## src/rtl/tdc_bus_responder.sv

```systemverilog
`timescale 1ns/1ps
// tdc_bus_responder
// Stands in for the TDC chip on its parallel host bus. Host strobes are
// registered once, edge-detected and decoded into a 16-entry register
// file. Address 8 is the result FIFO, and a read of it pops one entry.
// Address 12 is a read-only status word. A two-state machine times the
// interval between TDC_start and TDC_stop rising edges and pushes the
// result into the FIFO.
//
// Ports:
//   clk        system clock; all inputs are sampled on its rising edge
//   reset_n    asynchronous active-low reset
//   CSN/WRN/RDN  chip select, write strobe and read strobe (active low)
//   addr       register address
//   data_in    host write data
//   data_out   read data (combinational while a read is active)
//   data_oe    drive enable for the external tristate data pins
//   TDC_start  measurement start (rising edge)
//   TDC_stop   measurement stop (rising edge)
//   EF1        result FIFO empty flag, high = empty (registered)
module tdc_bus_responder #(
  parameter int DATA_W     = 28,
  parameter int FIFO_DEPTH = 8
) (
  input  logic              clk,
  input  logic              reset_n,
  input  logic              CSN,
  input  logic              WRN,
  input  logic              RDN,
  input  logic [3:0]        addr,
  input  logic [DATA_W-1:0] data_in,
  output logic [DATA_W-1:0] data_out,
  output logic              data_oe,
  input  logic              TDC_start,
  input  logic              TDC_stop,
  output logic              EF1
);

  localparam int AW = (FIFO_DEPTH > 1) ? $clog2(FIFO_DEPTH) : 1;
  localparam logic [AW:0]       DEPTH_C   = (AW+1)'(FIFO_DEPTH);
  localparam logic [3:0]        ADDR_CTRL = 4'd0;
  localparam logic [3:0]        ADDR_FIFO = 4'd8;
  localparam logic [3:0]        ADDR_STAT = 4'd12;
  localparam logic [DATA_W-1:0] CNT_MAX   = {DATA_W{1'b1}};

  typedef enum logic {ST_IDLE = 1'b0, ST_RUN = 1'b1} state_t;

  // Input sample stage and one-cycle history for edge detection
  logic              csn_r, wrn_r, rdn_r, start_r, stop_r;
  logic              wrn_d_r, rdn_d_r, start_d_r, stop_d_r;
  logic [3:0]        waddr_r;
  logic [DATA_W-1:0] wdata_r;

  // Register file, measurement state and result FIFO
  logic [DATA_W-1:0] regs_r [16];
  state_t            state_r;
  logic [DATA_W-1:0] cnt_r;
  logic [DATA_W-1:0] mem_r [FIFO_DEPTH];
  logic [AW-1:0]     wr_ptr_r, rd_ptr_r;
  logic [AW:0]       count_r;
  logic              ovf_r;
  logic              ef1_r;

  // Decoded events for the current cycle
  logic              wr_fire_s, rd_rise_s, start_rise_s, stop_rise_s;
  logic              enable_s, clr_s, pop_s, push_s, full_s, push_ok_s;
  logic [AW:0]       count_nxt_s;
  logic [3:0]        occ_s;
  logic [DATA_W-1:0] status_s;

  // Register the bus strobes, write payload and TDC pins; keep one cycle of history
  always_ff @(posedge clk or negedge reset_n) begin
    if (!reset_n) begin
      csn_r     <= 1'b1;
      wrn_r     <= 1'b1;
      rdn_r     <= 1'b1;
      start_r   <= 1'b0;
      stop_r    <= 1'b0;
      wrn_d_r   <= 1'b1;
      rdn_d_r   <= 1'b1;
      start_d_r <= 1'b0;
      stop_d_r  <= 1'b0;
      waddr_r   <= 4'd0;
      wdata_r   <= {DATA_W{1'b0}};
    end else begin
      csn_r     <= CSN;
      wrn_r     <= WRN;
      rdn_r     <= RDN;
      start_r   <= TDC_start;
      stop_r    <= TDC_stop;
      wrn_d_r   <= wrn_r;
      rdn_d_r   <= rdn_r;
      start_d_r <= start_r;
      stop_d_r  <= stop_r;
      // addr and data travel with the WRN sample so a write uses one consistent snapshot
      waddr_r   <= addr;
      wdata_r   <= data_in;
    end
  end

  // Edge detection and event decode
  always_comb begin
    wr_fire_s    = wrn_d_r & ~wrn_r & ~csn_r;
    rd_rise_s    = ~rdn_d_r & rdn_r & ~csn_r;
    start_rise_s = start_r & ~start_d_r;
    stop_rise_s  = stop_r & ~stop_d_r;
    enable_s     = regs_r[0][0];
    clr_s        = wr_fire_s & (waddr_r == ADDR_CTRL) & wdata_r[1];
    full_s       = (count_r == DEPTH_C);
    // pop uses the live addr; the host keeps it stable past the RDN rise
    pop_s        = rd_rise_s & (addr == ADDR_FIFO) & (count_r != {(AW+1){1'b0}});
    push_s       = (state_r == ST_RUN) & enable_s & stop_rise_s;
    // a push into a full FIFO is dropped even if a pop frees a slot in the same cycle
    push_ok_s    = push_s & ~full_s;
  end

  // Next FIFO occupancy: clear beats everything, simultaneous push and pop cancel
  always_comb begin
    count_nxt_s = count_r;
    if (clr_s) begin
      count_nxt_s = {(AW+1){1'b0}};
    end else if (push_ok_s && !pop_s) begin
      count_nxt_s = count_r + 1'b1;
    end else if (pop_s && !push_ok_s) begin
      count_nxt_s = count_r - 1'b1;
    end else begin
      count_nxt_s = count_r;
    end
  end

  // Host writes into the register file; FIFO and status addresses are not writable
  always_ff @(posedge clk or negedge reset_n) begin
    if (!reset_n) begin
      for (int i = 0; i < 16; i++) begin
        regs_r[i] <= {DATA_W{1'b0}};
      end
    end else if (wr_fire_s && (waddr_r != ADDR_FIFO) && (waddr_r != ADDR_STAT)) begin
      if (waddr_r == ADDR_CTRL) begin
        // FIFO_CLR acts only as a pulse and never reads back as 1
        regs_r[0] <= wdata_r & ~{{(DATA_W-2){1'b0}}, 2'b10};
      end else begin
        regs_r[waddr_r] <= wdata_r;
      end
    end
  end

  // Measurement state machine: IDLE/RUN with a saturating interval counter
  always_ff @(posedge clk or negedge reset_n) begin
    if (!reset_n) begin
      state_r <= ST_IDLE;
      cnt_r   <= {DATA_W{1'b0}};
    end else begin
      case (state_r)
        ST_IDLE: begin
          // start wins over a coincident stop when idle
          if (start_rise_s && enable_s) begin
            state_r <= ST_RUN;
            cnt_r   <= {DATA_W{1'b0}};
          end
        end
        ST_RUN: begin
          if (!enable_s) begin
            state_r <= ST_IDLE;
          end else if (stop_rise_s) begin
            // stop wins over a coincident start while running; cnt_r is pushed this cycle
            state_r <= ST_IDLE;
          end else if (start_rise_s) begin
            cnt_r <= {DATA_W{1'b0}};
          end else if (cnt_r != CNT_MAX) begin
            cnt_r <= cnt_r + 1'b1;
          end
        end
        default: begin
          state_r <= ST_IDLE;
          cnt_r   <= {DATA_W{1'b0}};
        end
      endcase
    end
  end

  // Result FIFO storage, pointers, sticky overflow and registered empty flag
  always_ff @(posedge clk or negedge reset_n) begin
    if (!reset_n) begin
      for (int i = 0; i < FIFO_DEPTH; i++) begin
        mem_r[i] <= {DATA_W{1'b0}};
      end
      wr_ptr_r <= {AW{1'b0}};
      rd_ptr_r <= {AW{1'b0}};
      ovf_r    <= 1'b0;
      count_r  <= {(AW+1){1'b0}};
      ef1_r    <= 1'b1;
    end else begin
      if (clr_s) begin
        wr_ptr_r <= {AW{1'b0}};
        rd_ptr_r <= {AW{1'b0}};
        ovf_r    <= 1'b0;
      end else begin
        if (push_ok_s) begin
          mem_r[wr_ptr_r] <= cnt_r;
          wr_ptr_r        <= wr_ptr_r + 1'b1;
        end
        if (pop_s) begin
          rd_ptr_r <= rd_ptr_r + 1'b1;
        end
        if (push_s && full_s) begin
          ovf_r <= 1'b1;
        end
      end
      count_r <= count_nxt_s;
      ef1_r   <= (count_nxt_s == {(AW+1){1'b0}});
    end
  end

  // Status reports the low 4 bits of the occupancy
  if (AW >= 3) begin : g_occ_wide
    assign occ_s = count_r[3:0];
  end else begin : g_occ_narrow
    assign occ_s = {{(3-AW){1'b0}}, count_r};
  end

  assign status_s = {{(DATA_W-5){1'b0}}, occ_s, ovf_r};

  // Read mux: drive the bus only while the registered CSN and RDN are both low
  always_comb begin
    data_out = {DATA_W{1'b0}};
    data_oe  = 1'b0;
    if (!csn_r && !rdn_r) begin
      data_oe = 1'b1;
      case (addr)
        ADDR_FIFO: data_out = (count_r != {(AW+1){1'b0}}) ? mem_r[rd_ptr_r] : {DATA_W{1'b0}};
        ADDR_STAT: data_out = status_s;
        default:   data_out = regs_r[addr];
      endcase
    end else begin
      data_out = {DATA_W{1'b0}};
      data_oe  = 1'b0;
    end
  end

  assign EF1 = ef1_r;

endmodule

```

## config.mk

```make
export PLATFORM = sky130hd
export DESIGN_NAME = tdc_bus_responder
export DESIGN_NICKNAME = d
export VERILOG_FILES = /design/src/rtl/tdc_bus_responder.sv
export SDC_FILE = /design/constraint.sdc
export NUM_CORES = 1
export LEC_CHECK = 0
export BUFFER_PORTS_ARGS = -buffer_cell sky130_fd_sc_hd__clkbuf_2
export CORE_MARGIN = 4
export CORE_UTILIZATION = 34
export CTS_BUF_LIST = sky130_fd_sc_hd__clkbuf_8
export DETAILED_ROUTE_END_ITERATION = 12
export PLACE_DENSITY_LB_ADDON = 0.12
export SLEW_MARGIN = 30
export SYNTH_ARGS = -nofsm -noshare
export SYNTH_HDL_FRONTEND = slang
export SYNTH_SLANG_ARGS = --single-unit
```

## constraint.sdc

```tcl
create_clock -name clk -period 2.5 [get_ports clk]
set_clock_uncertainty 0.1 [all_clocks]
set_input_delay 0.125 -clock clk [delete_from_list [all_inputs] [get_ports clk]]
set_output_delay 0.125 -clock clk [all_outputs]
set_load 0.03 [all_outputs]
```

* Word-level counts from Yosys, hierarchy flattened
Cells that the tools add are included.
** Cells by class
- $add $sub $neg :: 5
- $lt $le $gt $ge :: 6
- Equal/unequal tests :: 10
- Multiplexer cells :: 36
- Bitwise gates (word level) :: 26
- Reductions and logical operators :: 22
** Operator list (number)
- $bwmux 448 :: 1
- $mux 28 :: 14
- $bwmux 224 :: 1
- $bmux 28 s4 :: 1
- $demux 28 s4 :: 1
- $pmux 28 s2 :: 2
- $bmux 28 s3 :: 1
- $demux 28 s3 :: 1
- $add 28x1->28 const B :: 1
- $ne 28x28->1 const B :: 1
- $and 1x1->1 :: 13
- $eq 4x4->1 const B :: 3
- $mux 3 :: 4
- $mux 4 :: 3
- $ge 5x5->1 const B :: 2
- $not 4->5 :: 2
- $logic_and 1x1->1 :: 9
- $not 1->1 :: 9
- $ge 4x4->1 const B :: 2
- $logic_not 4->1 :: 2
- $ne 4x4->1 const B :: 2
- $not 3->4 :: 2
- $add 3x1->3 const B :: 2
- $mux 1 :: 6
- 12 further kinds :: 20
** Storage, ports and cells
- Flip-flop bits (word level) :: 754
- Input bits :: 39
- Output and inout port bits :: 30
- Logic and storage cells :: 147

* Depth between registers and ports, before layout
Gate-level depths: netlist (run 1).
- Depth in word-level cells :: 10
- Depth in mapped cells :: 9
- Gate-level depth less buffers :: 7

* Worst setup path after synthesis (run 1)
OpenSTA, ideal clock, no wires.
- Path kind :: flip-flop to output port
- Start point :: register count_r[0]
- End point :: output port data_out[12]
- Arrival time :: 2.579 ns
- Required time :: 2.275 ns
- Path slack :: -0.304 ns
- Cell stages (with the launch flop) :: 8
- Path buffers :: 1
- Cell sequence :: dfrtp_1 -> inv_1 -> ha_1 -> nor3b_1 -> nor3_1 -> clkbuf_1 -> a21oi_1 -> nor3_1
** On the way
- Longest elaborated chain between the ends :: 4
** RTL lines
- start: declaration :: RTL line 60 : logic [AW:0] count_r;
- start signal: assignment :: RTL line 190 : count_r <= {(AW+1){1'b0}};
- start signal: assignment :: RTL line 209 : count_r <= count_nxt_s;
- $reduce_bool 4->1 :: RTL line 230 : ADDR_FIFO: data_out = (count_r != {(AW+1){1'b0}}) ? mem_r[rd_ptr_r] : {DATA_W{1'b0}};
- $mux 28 :: RTL line 230
- $pmux 28 s2 :: RTL line 229 : case (addr)
- $mux 28 :: RTL line 227 : if (!csn_r && !rdn_r) begin
- end: declaration :: RTL line 32 : output logic [DATA_W-1:0] data_out,
Every way passes these cells.

* Worst setup path in the final report (run 1)
- Start point :: register rd_ptr_r[0]
- End point :: output port data_out[15]
** On the way
- Longest elaborated chain between the ends :: 7
** RTL lines
- start: declaration :: RTL line 59 : logic [AW-1:0] wr_ptr_r, rd_ptr_r;
- start signal: assignment :: RTL line 188 : rd_ptr_r <= {AW{1'b0}};
- start signal: assignment :: RTL line 195 : rd_ptr_r <= {AW{1'b0}};
- start signal: assignment :: RTL line 203 : rd_ptr_r <= rd_ptr_r + 1'b1;
- $not 3->4 (not written as such) :: RTL line 230
- $bmux 28 s3 :: RTL line 230
- $mux 28 (not written as such) (2 in a row) :: RTL line 230
- $mux 28 :: RTL line 230
- $pmux 28 s2 :: RTL line 229
- $mux 28 :: RTL line 227
Every way passes these cells. The select of a mux whose other input is x is not followed.

==> results of run 1 <==
[synthesized netlist by cell type, drive strengths merged, types with 3 or more instances]
cell,n
a21oi,18
a221oi,5
a22oi,11
a31oi,21
and2,7
and3,13
and4,4
buf,51
clkbuf,164
dfrtp,724
dfstp,6
ha,5
inv,7
mux2,698
mux2i,7
mux4,156
nand2,39
nand2b,3
nand3,20
nand3b,5
nand4,9
nor2,25
nor2b,5
nor3,23
nor3b,8
nor4,7
o21ai,21
o22ai,17
o31ai,37
o41ai,6
or3,4
or3b,3
xnor2,3
[per-stage QoR]
step	TNS [ns]	power [uW]	util, %	worst slack, ns	hold slack, ns
6_report	-15.15	27900	42.8	-0.590	0.106
5_1_grt	-18.43	29300	42.8	-0.686	0.124
3_3_place_gp	-3.05	16300	38.0	-0.121	0.0152
4_1_cts	-17.58	28300	42.5	-0.731	0.0184
2_1_floorplan	-0.548	15200	-	-0.0274	-0.271
3_5_place_dp	-3.88	16500	38.0	-0.115	0.0178
[layout make-up]
class / count / area [um^2] / area share (%)
antenna: 1 / 2.50 / 0.00614
tap: 1265 / 1580 / 3.88
multi-input combinational: 1203 / 14300 / 35.0
clock buffer: 171 / 2350 / 5.77
sequential: 730 / 18300 / 44.8
inverter: 7 / 26.3 / 0.0645
timing repair buffer: 363 / 3950 / 9.69
clock inverter: 58 / 289 / 0.709
[routing by layer]
layer | part of all wire [%] | track usage [%] | vias up
met5 | 0 | 0 | -
met4 | 2.3 | 6.18 | 0
met3 | 3.8 | 3.57 | 143
met2 | 49 | 29.4 | 380
met1 | 45 | 24.5 | 10600
li1 | - | - | 8620
[registers in the layout (all words and copies together), names as in the netlist, 3 cells and up]
| name | cells |
|---|---|
| wr_ptr_r | 3 |
| mem_r | 224 |
| regs_r | 423 |
| cnt_r | 28 |
| wdata_r | 28 |
| waddr_r | 4 |
| rd_ptr_r | 3 |
| count_r | 4 |
[worst max-delay path, delay by kind of cell, from the launching register on]
family | cells | cell delay (ns)
multiplexers | 2 | 0.74
buffers and inverters | 4 | 0.61
flip-flops | 1 | 0.48
AO/OA/AOI/OAI | 1 | 0.18
AND/OR/NAND/NOR | 1 | 0.07
[worst max path at each step]
stage,end,cells past startpoint
2_1_floorplan,mem_r[175]$_DFFE_PN0P_,8
6_report,data_out[15],8
3_5_place_dp,mem_r[109]$_DFFE_PN0P_,7
4_1_cts,data_out[2],6
5_1_grt,data_out[3],7
3_3_place_gp,data_out[6],7
[cell families after synthesis]
group,after synthesis,synth area share [%]
AOI/OAI and AO/OA,148,3.02
adders and majority gates,7,0.253
muxes,861,35.0
DFF,730,55.9
and+or+nand+nor,182,3.06
buffers and inverters,222,2.66
xor gates and xnor gates,5,0.134
[repair_timing]
item	CTS	global route
pin swaps	18	29
buffers inserted	11	7
setup endpoints to repair	135	103
gates cloned	5	4
hold buffers	73	0
gates resized for setup	151	61
endpoints found under the hold margin	767	0
[report_power, final]
group	total (uW)	switching (uW)	leakage (uW)	internal, uW
clock network	11300	5060	0.00152	6210
logic	3430	1460	0.00761	1970
registers	13200	529	0.00982	12700
total	27900	7050	0.0189	20900
==> summary.txt, run 1 <==
Status - complete, but fails checks
Failing checks - setup timing
Crit Path Max Fanout - 5
Total vias in the final route - 19.8k
Global Route Usage Sum - 18.1%
Largest area contributor in the netlist - dfrtp_1
CP Launch Type - flip-flop
Worst r2r src - wrn_d_r$_DFF_PN1_
DR pass1 iterations - 5
Worst Hold Class - in2reg
Commonest non-fill, non-tap cells in the layout - 720 x dfrtp_1, 669 x mux2_2, 181 x clkbuf_8
Dpl cells - 3,470
Synth top area cells - dfrtp_1 55%, mux2_2 24%, mux4_2 11%
Final Max Slew Viols - 0
Synthesized netlist cell count - 2,155
Highest clock rate - 324 MHz
Final cell count without fillers - 3,798
Predominant post-synthesis flop cell - dfrtp_1
Die area - 0.101 mm^2
Final wirelength - 91,700 um
Worst EP required - 2.28 ns
Starting Density - 34.4%
Clk sinks - 730
Syn nets - 2,199
Fraction of layout cells with a size suffix above 1 - 56.4%
Ys async rst share - 100%
Final setup violation count - 28
Final Wtd Congestion - 0.769
Critical path cell sequence - buf_12 > buf_12 > buf_8 > mux4_2 > mux2_4 > a21oi_4 > nor3_4 > clkbuf_8
Mean Syn Cell Area - 15.2 um^2
Worst skew pair latency - 0.79 ns
WHS Path Cells - 7
IO Pins - 69
Flop-to-flop setup slack - 0.05 ns
Fill cell total of the finished layout - 8,663
Most frequent CP cell - buf_12
YS warnings - 0
Pwr Density - 685 mW/mm^2
Critical path class - reg2out
Slew margin rel. - 57.8%
Die Span Y - 318 um
Initial antenna violation count - 2
Area grow syn2layout - 24.7%
Hold Startpoint - addr[1]
Critical path origin - rd_ptr_r[0]$_DFFE_PN0P_
Clock Pin Slew Worst Setup and Hold Paths - 0.07 ns
RSZ-0062 raised after global routing - true
IO Port Bufs - 68
FF-to-FF path depth - 10
WL/cell - 24.1 um
Slowest stage delay, CP - 0.48 ns
Final WS setup - -0.590 ns
RR Endpoint - mem_r[100]$_DFFE_PN0P_
FP Rows - 113
Worst ir drop on vdd - 0.434 mV
CTS tree - done
Layout Nets - 2,483
CP arrival - 2.86 ns
Synth Cell Area - 0.0327 mm^2
Tcrit/Tclk final - 124%
Post-synth EDFFs - 0
Hold Fails Final Rpt - 0
Top-area cell type share of the netlist area - 55.4%
Vias per cell - 5.20
#FFs+latches synth - 730
Vias in the first global route - 21.7k
DRT antenna net count - 0
DR DRC count - 0
Max-cap violations - 0
Largest net degree at the start of global routing - 89
Hold Path End - count_r[0]$_DFF_PN0_
Worst-margin pin slew - 0.634 ns
Synth cell types - 56
Area after DPL - 0.0361 mm^2
Leak Pwr - 0.0189 uW
CORE AREA - 0.0952 mm^2
Initial drt markers - 1,075
CP max stage cell - dfrtp_4
Htree depth - 4
Root buffer cell - clkbuf_8
Crit path time final - 3.09 ns
CTS Buf Count - 134
Commonest non-fill, non-tap cell in the layout - dfrtp_1
Die X - 318 um
Register area share after synthesis - 55.9%
First-pass GRT wire length - 140,000 um
Clock Path Buffers - 3
CP endpoint kind - output port
HPWL Detailed - 56,400 um
Total grt overflow - 0
Post-route cell area - 0.0408 mm^2
No activity file was read; power rests on OpenSTA's default activity.
==> inputs of run 2 (changes only) <==
GPL_ROUTABILITY_DRIVEN = 0   (was not set)
clock period = 2.6 ns   (was 2.5 ns; I/O delays follow)
==> summary.txt, run 2 (same netlist as run 1, synthesis figures left out) <==
Global Route Usage Sum - 17.8%
Setup_tns - -11.33 ns
Root buffer cell - clkbuf_8
Slew margin rel. - 48.8%
RSZ-0062 raised after global routing - true
Worst skew pair latency - 0.79 ns
Clock Pin Slew Worst Setup and Hold Paths - 0.06 ns
Critical path class - reg2out
CP top delay family - multiplexers
Crit path time final - 3.08 ns
Commonest non-fill, non-tap cells in the layout - 722 x dfrtp_1, 675 x mux2_2, 178 x clkbuf_8
Fill cell total of the finished layout - 8,600
Top flop regs - regs_r x423, mem_r x224
HPWL Detailed - 54,900 um
DRT antenna net count - 0
Failing checks - setup timing
DR pass1 iterations - 5
Commonest non-fill, non-tap cell in the layout - dfrtp_1
Biggest register - regs_r
FP Rows - 113
Total grt overflow - 0
Clk sinks - 730
Starting Density - 34.4%
Final cell count without fillers - 3,768
Max-cap violations - 0
Most frequent CP cell - buf_12
CTS Buf Count - 135
CP Launch Type - flip-flop
Area grow syn2layout - 23.2%
DR DRC count - 0
Final setup violation count - 28
Worst-margin pin slew - 0.768 ns
Status - complete, but fails checks
CP endpoint kind - output port
Vias in the first global route - 21.6k
Clock Path Buffers - 3
CP arrival - 2.85 ns
Die X - 318 um
Hold Fails Final Rpt - 0
Htree depth - 4
Final wirelength - 89,200 um
Die Span Y - 318 um
Max reg flops - 423
Critical path cell sequence - buf_12 > buf_12 > mux4_2 > mux2_4 > a221oi_2 > nor3_2 > clkbuf_8
CTS tree - done
Worst ir drop on vdd - 0.443 mV
Initial antenna violation count - 1
CORE AREA - 0.0952 mm^2
Layout Nets - 2,447
First-pass GRT wire length - 138,000 um
Dpl cells - 3,439
Slowest stage delay, CP - 0.49 ns
Buf/Inv on CP - 3
Total vias in the final route - 19.4k
Worst EP required - 2.37 ns
IO Port Bufs - 68
Final WS setup - -0.485 ns
Leak Pwr - 0.0187 uW
Vias per cell - 5.16
Crit Path Max Fanout - 7
Post-route cell area - 0.0403 mm^2
Tcrit/Tclk final - 119%
Worst Hold Class - in2reg
Die area - 0.101 mm^2
Final Max Slew Viols - 0
WL/cell - 23.7 um
Initial drt markers - 905
CP max stage cell - mux4_2
Pwr Density - 660 mW/mm^2
Final core occ - 42.3%
Largest net degree at the start of global routing - 125
Fraction of layout cells with a size suffix above 1 - 55.1%
Highest clock rate - 324 MHz
Area after DPL - 0.0359 mm^2
Fin Hold WS - 0.120 ns
IO Pins - 69
-- run 2: changes by cell type in the layout (fill, tap and decap cells not counted), sizes merged --
cell	previous run	this run
buf	241	200
inv	56	64
clkinvlp	2	7
clkbuf	221	218
bufbuf	0	1
bufinv	1	0
clkinv	6	7
-- run 2: worst paths after layout --
path                                          from                       to  cells past startpoint  slack, ns
max reg2reg                        csn_r$_DFF_PN1_   mem_r[159]$_DFFE_PN0P_                      6       0.08
min in group asynchronous                  reset_n    mem_r[21]$_DFFE_PN0P_                      4       0.42
min reg2reg                regs_r[198]$_DFFE_PN0P_  regs_r[198]$_DFFE_PN0P_                      0       0.27
max                        rd_ptr_r[0]$_DFFE_PN0P_              data_out[1]                      7      -0.48
min                                        addr[2]     count_r[0]$_DFF_PN0_                      5       0.12
max in group asynchronous                  reset_n   mem_r[215]$_DFFE_PN0P_                      5       1.22
-- run 2: repair_timing --
action | CTS | global route
resized for setup | 143 | 26
hold buffers | 73 | 0
gates cloned | 4 | 1
pin swaps | 20 | 18
hold endpoints to repair | 767 | 0
setup endpoints to repair | 28 | 57
buffers inserted | 15 | 1
-- run 2: final cells by class --
type | count | area, um^2 | share of cell area [%]
Multi-Input combinational cell | 1203 | 14200 | 35.3
Sequential cell | 730 | 18300 | 45.4
Timing Repair Buffer | 326 | 3570 | 8.87
Clock inverter | 71 | 322 | 0.798
Antenna cell | 1 | 2.50 | 0.00621
Tap cell | 1265 | 1580 | 3.93
Inverter | 7 | 26.3 | 0.0652
Clock buffer | 165 | 2270 | 5.64
-- run 2: power breakdown --
part	switching, uW	internal [uW]
combinational	1410	1900
sequential	517	12200
clock	4830	5710
-- run 2: metrics by stage --
step / power [uW] / worst slack [ns]
CTS: 27100 / -0.614
global route: 28000 / -0.611
global placement: 15700 / 0.0683
detailed placement: 15800 / 0.0724
finish: 26600 / -0.485
floorplan: 14600 / 0.0217
-- run 2: worst register-to-register path: cells and delay by family (launching register included) --
| family | cells | cell delay, ns |
|---|---|---|
| buffers and inverters | 1 | 0.27 |
| AND/OR/NAND/NOR | 4 | 1.04 |
| multiplexers | 1 | 0.38 |
| flip-flops | 1 | 0.60 |
-- run 2: layer usage --
layer  part of all wire (%)  track usage [%]  vias up
met2                     49             29.3      332
li1                       -                -     8533
met5                      0                0        -
met4                    2.1             5.09        0
met1                     45             24.1    10400
met3                    3.4             3.33      138
